[config.mk]
export PLATFORM = sky130hd
export DESIGN_NAME = cpu_run_ctrl
export DESIGN_NICKNAME = d
export VERILOG_FILES = /design/src/rtl/cpu_run_pkg.sv /design/src/rtl/run_cycle_counter.sv /design/src/rtl/cpu_run_ctrl.sv
export SDC_FILE = /design/constraint.sdc
export NUM_CORES = 1
export LEC_CHECK = 0
export BUFFER_PORTS_ARGS = -buffer_cell sky130_fd_sc_hd__buf_2
export CAP_MARGIN = 30
export CORE_ASPECT_RATIO = 0.7
export CORE_MARGIN = 2
export CORE_UTILIZATION = 45
export DETAILED_ROUTE_END_ITERATION = 10
export HOLD_SLACK_MARGIN = 0.02
export PLACE_DENSITY = 0.63
export SLEW_MARGIN = 30
export SYNTH_ARGS = -nofsm -noshare
export SYNTH_HDL_FRONTEND = slang
export SYNTH_SLANG_ARGS = --single-unit
[constraint.sdc]
create_clock -name clock -period 5 [get_ports clock]
set_input_delay 0.5 -clock clock [delete_from_list [all_inputs] [get_ports clock]]
set_output_delay 0.5 -clock clock [all_outputs]
set_load 0.05 [all_outputs]
[src/rtl/cpu_run_pkg.sv]
// Shared types and defaults for the CPU run controller.
package cpu_run_pkg;

    typedef enum logic [1:0] {
        IDLE = 2'd0,
        LOAD = 2'd1,
        RUN  = 2'd2,
        DONE = 2'd3
    } run_state_t;

    localparam int          PROG_ID_W   = 2;
    localparam int          CNT_W_DEF   = 16;
    localparam logic [15:0] TIMEOUT_DEF = 16'hFFFF;

endpackage

[src/rtl/run_cycle_counter.sv]
// Run-cycle counter: count includes the cycle currently enabled, so the first
// enabled cycle reads 1; terminal flags that count equals limit in that cycle.
module run_cycle_counter #(
    parameter int CNT_W = 16
) (
    input  logic             clock,
    input  logic             reset,
    input  logic             clear,
    input  logic             enable,
    input  logic [CNT_W-1:0] limit,
    output logic [CNT_W-1:0] count,
    output logic             terminal
);

    logic [CNT_W-1:0] q;

    always_ff @(posedge clock) begin
        if (!reset) begin
            q <= '0;
        end else if (clear) begin
            q <= '0;
        end else if (enable) begin
            q <= q + CNT_W'(1);
        end
    end

    // q holds completed cycles; the in-progress cycle is added while enabled.
    assign count    = enable ? (q + CNT_W'(1)) : q;
    assign terminal = enable && (count == limit);

endmodule

[src/rtl/cpu_run_ctrl.sv]
// Run controller in front of the CPU: sequences programs, times each run and
// aborts on timeout. Optional per-program cycle log under CPU_RUN_PERPROG_LOG_EN.
module cpu_run_ctrl
    import cpu_run_pkg::*;
#(
    parameter int               NUM_PROGS    = 3,
    parameter int               CNT_W        = CNT_W_DEF,
    parameter logic [CNT_W-1:0] TIMEOUT      = CNT_W'(TIMEOUT_DEF),
    parameter int               START_CYCLES = 2
) (
    input  logic                 clock,
    input  logic                 reset,
    input  logic                 go,
    input  logic                 run_all,
    input  logic [PROG_ID_W-1:0] prog_sel,
    input  logic                 halt,
    output logic                 start,
    output logic [PROG_ID_W-1:0] prog_id,
    output logic                 busy,
    output logic                 done,
    output logic                 timeout,
    output logic [CNT_W-1:0]     cycle_count,
`ifdef CPU_RUN_PERPROG_LOG_EN
    input  logic [PROG_ID_W-1:0] rd_idx,
    output logic [CNT_W-1:0]     rd_count,
`endif
    output run_state_t           state_dbg
);

    // Handshake: go is a single-cycle request honoured only in IDLE/DONE;
    // halt is a level from the CPU, only looked at while in RUN.
    localparam int LW = (START_CYCLES > 1) ? $clog2(START_CYCLES) : 1;

    run_state_t       state, state_d;
    logic             accept_go, load_last, halt_exit, to_exit, next_prog;
    logic             run_all_q;
    logic [LW-1:0]    load_cnt;
    logic [CNT_W-1:0] run_count;
    logic             run_term;
    logic             cnt_clear, cnt_en;

    assign cnt_en    = (state == RUN);
    assign cnt_clear = (state != RUN);

    run_cycle_counter #(
        .CNT_W (CNT_W)
    ) u_run_cnt (
        .clock    (clock),
        .reset    (reset),
        .clear    (cnt_clear),
        .enable   (cnt_en),
        .limit    (TIMEOUT),
        .count    (run_count),
        .terminal (run_term)
    );

    always_ff @(posedge clock) begin
        if (!reset) begin
            state <= IDLE;
        end else begin
            state <= state_d;
        end
    end

    always_comb begin
        state_d   = state;
        accept_go = 1'b0;
        load_last = 1'b0;
        halt_exit = 1'b0;
        to_exit   = 1'b0;
        next_prog = 1'b0;
        start     = 1'b1;
        busy      = 1'b0;
        done      = 1'b0;
        case (state)
            IDLE, DONE: begin
                done = (state == DONE);
                if (go && (run_all || (32'(prog_sel) < NUM_PROGS))) begin
                    accept_go = 1'b1;
                    state_d   = LOAD;
                end
            end
            LOAD: begin
                busy = 1'b1;
                if (load_cnt == LW'(START_CYCLES - 1)) begin
                    load_last = 1'b1;
                    state_d   = RUN;
                end
            end
            RUN: begin
                start = 1'b0;
                busy  = 1'b1;
                // halt has priority over a coincident timeout
                if (halt) begin
                    halt_exit = 1'b1;
                    if (run_all_q && (32'(prog_id) < NUM_PROGS - 1)) begin
                        next_prog = 1'b1;
                        state_d   = LOAD;
                    end else begin
                        state_d = DONE;
                    end
                end else if (run_term) begin
                    to_exit = 1'b1;
                    state_d = DONE;
                end
            end
            default: state_d = IDLE;
        endcase
    end

    always_ff @(posedge clock) begin
        if (!reset) begin
            prog_id     <= '0;
            run_all_q   <= 1'b0;
            timeout     <= 1'b0;
            cycle_count <= '0;
            load_cnt    <= '0;
        end else begin
            if (accept_go) begin
                prog_id     <= run_all ? '0 : prog_sel;
                run_all_q   <= run_all;
                timeout     <= 1'b0;
                cycle_count <= '0;
            end
            if (state == LOAD) begin
                load_cnt <= load_last ? '0 : (load_cnt + LW'(1));
            end else begin
                load_cnt <= '0;
            end
            if (halt_exit) begin
                cycle_count <= run_count;
            end
            if (next_prog) begin
                prog_id <= prog_id + PROG_ID_W'(1);
            end
            if (to_exit) begin
                timeout     <= 1'b1;
                cycle_count <= TIMEOUT;
            end
        end
    end

`ifdef CPU_RUN_PERPROG_LOG_EN
    logic [CNT_W-1:0] log_q [NUM_PROGS];

    always_ff @(posedge clock) begin
        if (!reset || accept_go) begin
            for (int i = 0; i < NUM_PROGS; i++) begin
                log_q[i] <= '0;
            end
        end else if (halt_exit) begin
            log_q[prog_id] <= run_count;
        end else if (to_exit) begin
            log_q[prog_id] <= TIMEOUT;
        end
    end

    assign rd_count = (32'(rd_idx) < NUM_PROGS) ? log_q[rd_idx] : '0;
`endif

    assign state_dbg = state;

endmodule
* After elaboration in Yosys (flattened, before gate mapping) *
Cells that the tools add are included.

storage, ports and cells
  output and inout port bits = 24
  bits in registers = 39
  bits of input ports = 7

cells by class
  bitwise operators = 2
  magnitude comparators = 2
  equality and inequality tests = 8
  reductions and logical operators = 13
  muxes and demuxes = 30
  add/subtract/negate cells = 3

operators with widths
  cell                                            number
  two-way mux 16 bit                              4
  two-way mux 1 bit                               17
  adder 16 x 1 -> 16 bit (second input constant)  1
  == test 16 bit (second input constant)          1
  two-way mux 2 bit                               8
  inequality test 2 bit (second input constant)   3
  case mux 2 bit (3 select lines)                 1
  OR reduction 2 bit                              3
  == test 2 bit (second input constant)           2
  < comparator 2 bit (second input constant)      2
  nonzero test 2 bit                              2
  logical AND 1 bit                               3
  inequality test 3 bit (second input constant)   1
  AND reduction 3 bit                             1
  nonzero test 3 bit                              1
  OR reduction 3 bit                              1
  adder 2 x 1 -> 2 bit (second input constant)    1
  == test 2 x 1 -> 1 bit (second input constant)  1
  logical NOT 2 bit                               1
  inverter 1 bit                                  2
  adder 1 bit (second input constant)             1
  logical OR 1 bit                                1

* Logic depth before layout (Yosys ltp) *
  word-level depth = 8
  gate-level depth with buffers = 11
  gate-level depth less buffers = 9

* Hierarchy *
From an unflattened synthesis, not the netlist that was laid out.

unflattened totals
  cell total of the unflattened synthesis = 248
  area total of the unflattened synthesis = 2068.2 µm²

modules (own cells, without submodules)
  module             instances  cells an instance  area an instance (µm²)  sequential area each (µm²)
  run_cycle_counter  1          127                1064.8                  320.3
  cpu_run_ctrl       1          121                1003.5                  460.4

* Worst setup path before layout *
No wires, ideal clock.

  path kind = register -> register
  start = reg state[0], in the netlist state_dbg[0]
  end = reg cycle_count[7]
  path slack = 2.257 ns
  data arrival time = 2.673 ns
  library setup time = 0.070 ns
  cell stages (with the launch flop) = 12
  period minus slack after synthesis = 2.743 ns
  cells stage by stage = dfxtp_1 inv_1 ha_1 buf_4 nand3_1 o21a_1 nor2_2 or4_4 nor4_4 nand4_4 buf_6 a21oi_1

between the ends
  cells in the longest elaborated chain, start to end = 8
  elaborated cells between the ends (all ways) = 15

ends and longest elaborated chain
  item                                                                              RTL line                                text
  start: declaration                                                                cpu_run_ctrl.sv:34                      run_state_t state, state_d;
  start signal: assignment                                                          cpu_run_ctrl.sv:61                      state <= state_d;
  == test 2 bit                                                                     cpu_run_ctrl.sv:42, cpu_run_ctrl.sv:75
  two-way mux 16 bit                                                                -
  == test 16 bit                                                                    run_cycle_counter.sv:29                 assign terminal = enable && (count == limit);
  logical AND 1 bit                                                                 run_cycle_counter.sv:29
  two-way mux 1 bit                                                                 cpu_run_ctrl.sv:102                     end else if (run_term) begin
  two-way mux 1 bit                                                                 cpu_run_ctrl.sv:94                      if (halt) begin
  two-way mux 1 bit                                                                 cpu_run_ctrl.sv:75                      case (state)
  nonzero test 3 bit (no source line) / two-way mux 16 bit (equally long branches)  -
  end signal: assignment                                                            cpu_run_ctrl.sv:131                     cycle_count <= run_count;
  end: declaration                                                                  cpu_run_ctrl.sv:22                      output logic [CNT_W-1:0] cycle_count,

Several ways; a longest one is shown, not always the timed one.
A chain may end at the register's enable or synchronous reset.

* Worst setup path after layout *
  start = reg state[1], in the netlist state_dbg[1]
  end = reg cycle_count[8]

Same word-level chain as after synthesis.

==> reports/metrics.yaml <==
n_fill_cell: 379
cts_buffers: 5
fin_skew_ns: 0.00588
async_reset_ff_share_pct: 0
critPathRequiredTime_ns: 5.22
syn_inst: 210
clock_latency_ns: 0.29
dp_hpwl_um: 3030
dr.pass1.iters: 4
cts_setup_buffers: 0
fmax_ghz: 0.372
viasPerCell: 5.35
grt_pass1_wl_um: 7040
cts-root-buf: "clkbuf_8"
cts.clk_slew.worst_paths_ns: 0.08
path_max_fanout: 17
via_count: 1569
end_kind: "flip-flop"
io_buffers: 30
core_um2: 3900
gp_congestion: 0.823
cp.arrival_ns: 2.91
grt_usage_pct: 20.2
min_period_ns: 2.69
dp_cells: 285
synth-edff-count: 0
tightest_slew_ns: 0.770
cap_viol_max_count: 0
slew_headroom_pct: 48.4
ctsHtreeMaxLevel: 2
cts_resized: 0
hold_violations: 0
route.detailed.drc: 0
synthToLayoutAreaGrowth_pct: 16.2
drv_slew: 0
status: "completed"
synthTopCellsByArea: "dfxtp_1, nor2_1, xnor2_1, a21oi_1, a21boi_0"
start_kind: "flip-flop"
route.antenna.remaining_nets: 0
ys_seq_area_share_pct: 42.8
antenna_found_initial: 0
overflow: 0
grt_pass1_vias: 1441
io_pins: 31
finalSetupViolations: 0
max_stage_delay_ns: 0.54
grt_max_degree: 22
wl_per_cell_um: 14.1
start_util_pct: 46.8
synth_area_per_cell_um2: 8.68
period_share_pct: 53.8
cts_tree: "done"
die_w_um: 80.1
layout_commonest_cell: "dfxtp_1"
drive_above_1_share_pct: 19.1
hp-class: "flip-flop to flip-flop"
yosys_register_bits: 39
synth_top_area_share_pct: 42.8
numClockSinks: 39
synth_warnings: 0
clk_path_buf_depth: 2
fin_setup_tns_ns: 0
rows: 19
crit_chain: "ha_1 > nand3_1 > nor3_4 > nor2_2 > or4_4 > nor4_4 > nand4_4 > a21boi_0"
yosysTopAreaCell: "dfxtp_1"
vdd_drop_max_mv: 0.215
ctsHoldBuffers: 0
fin_nets: 251
crit_type: "flip-flop to flip-flop"
die_area_um2: 4580
drt_iter0_drc: 99
final-instance-count-excl-fill: 293
diodes: 0
final_cell_mix: "dfxtp_1, nor2_1, buf_2, nand2_1, a21oi_1"
synthFlopType: "dfxtp_1"
die_h_um: 57.3
ys_types: 40
synth_area_um2: 1820
synthesis.nets: 221
p_leak_nw: 0.829
crit_path_top_delay_cell: "or4_4"
power_density_nw_per_um2: 355
totalWireLength_um: 4140
rsz0062_at_grt: "no"
==> through the flow <==
stage	power [mW]	worst slack, ns	hold slack [ns]	instance area, µm²	utilization [%]
global placement	0.483	2.39	0.442	2000	51.3
global route	0.787	2.02	0.490	2120	54.3
finish	0.751	2.31	0.454	2120	54.3
floorplan	0.451	2.26	0.439	1820	-
CTS	0.757	2.30	0.460	2120	54.3
detailed placement	0.483	2.29	0.448	2000	51.3
==> path summary, 6_finish.rpt <==
path	start	end	slack [ns]	cells after the start
min	timeout	timeout	0.45	2
max reg2reg	state_dbg[1]	cycle_count[8]	2.31	8
max	state_dbg[1]	cycle_count[8]	2.31	8
min reg2reg	timeout	timeout	0.45	2
==> power breakdown <==
part	switching (mW)	total [mW]	internal, mW
Clock	0.114	0.276	0.162
Sequential	0.00913	0.330	0.321
Combinational	0.105	0.146	0.0407
==> worst max-delay path, delay by kind of cell (launching register included) <==
kind / cells / cell delay [ns]
DFF: 1 / 0.39
and+or+nand+nor: 6 / 1.58
AOI/OAI and AO/OA: 1 / 0.25
adders and majority gates: 1 / 0.39
==> state kept, by name, indices dropped and copies added, names as in the netlist <==
signal and flops:
cycle_count 16, load_cnt 1, prog_id 2, run_all_q 1, state_dbg 2, timeout 1, u_run_cnt.q 16
==> metal layers <==
layer	GRT usage (%)	vias up	wire length (µm)
met2	28.0	39	1700
met1	29.9	730	2160
li1	-	796	-
met4	7.26	0	42
met5	0	-	0
met3	5.54	4	238
==> cell families (layout without fill, tap and decap cells) <==
logic type               count (synthesis)  count (layout)  synth area share [%]
adder cells (fa/ha/maj)                  4               4                  2.75
buffers and inverters                   18              49                  4.32
flip-flops                              39              39                  42.8
multiplexers                             2               2                  1.10
XOR/XNOR                                13              13                  6.25
AO/OA/AOI/OAI                           48              48                  17.3
AND/OR/NAND/NOR                         86              86                  25.5
==> final cells by class <==
class                      count  area (µm²)  share of cell area [%]
multi-input combinational    153         963                    45.5
tap                           52        65.1                    3.07
inverter                      11        41.3                    1.95
clock inverter                 2        35.0                    1.65
clock buffer                   6        82.6                    3.90
timing repair buffer          30         150                    7.09
sequential                    39         781                    36.9
==> synth_stat cells, types with 4 or more instances <==
cell type / n
dfxtp_1: 39
nor2_1: 32
a21oi_1: 15
nand2_1: 15
inv_1: 11
nand3_1: 11
xnor2_1: 9
a21boi_0: 8
a31oi_1: 8
and3_1: 4
clkbuf_1: 4
ha_1: 4
nand4_1: 4
nor4_1: 4
xor2_1: 4
Note: power is estimated with default switching activity, not from simulation.
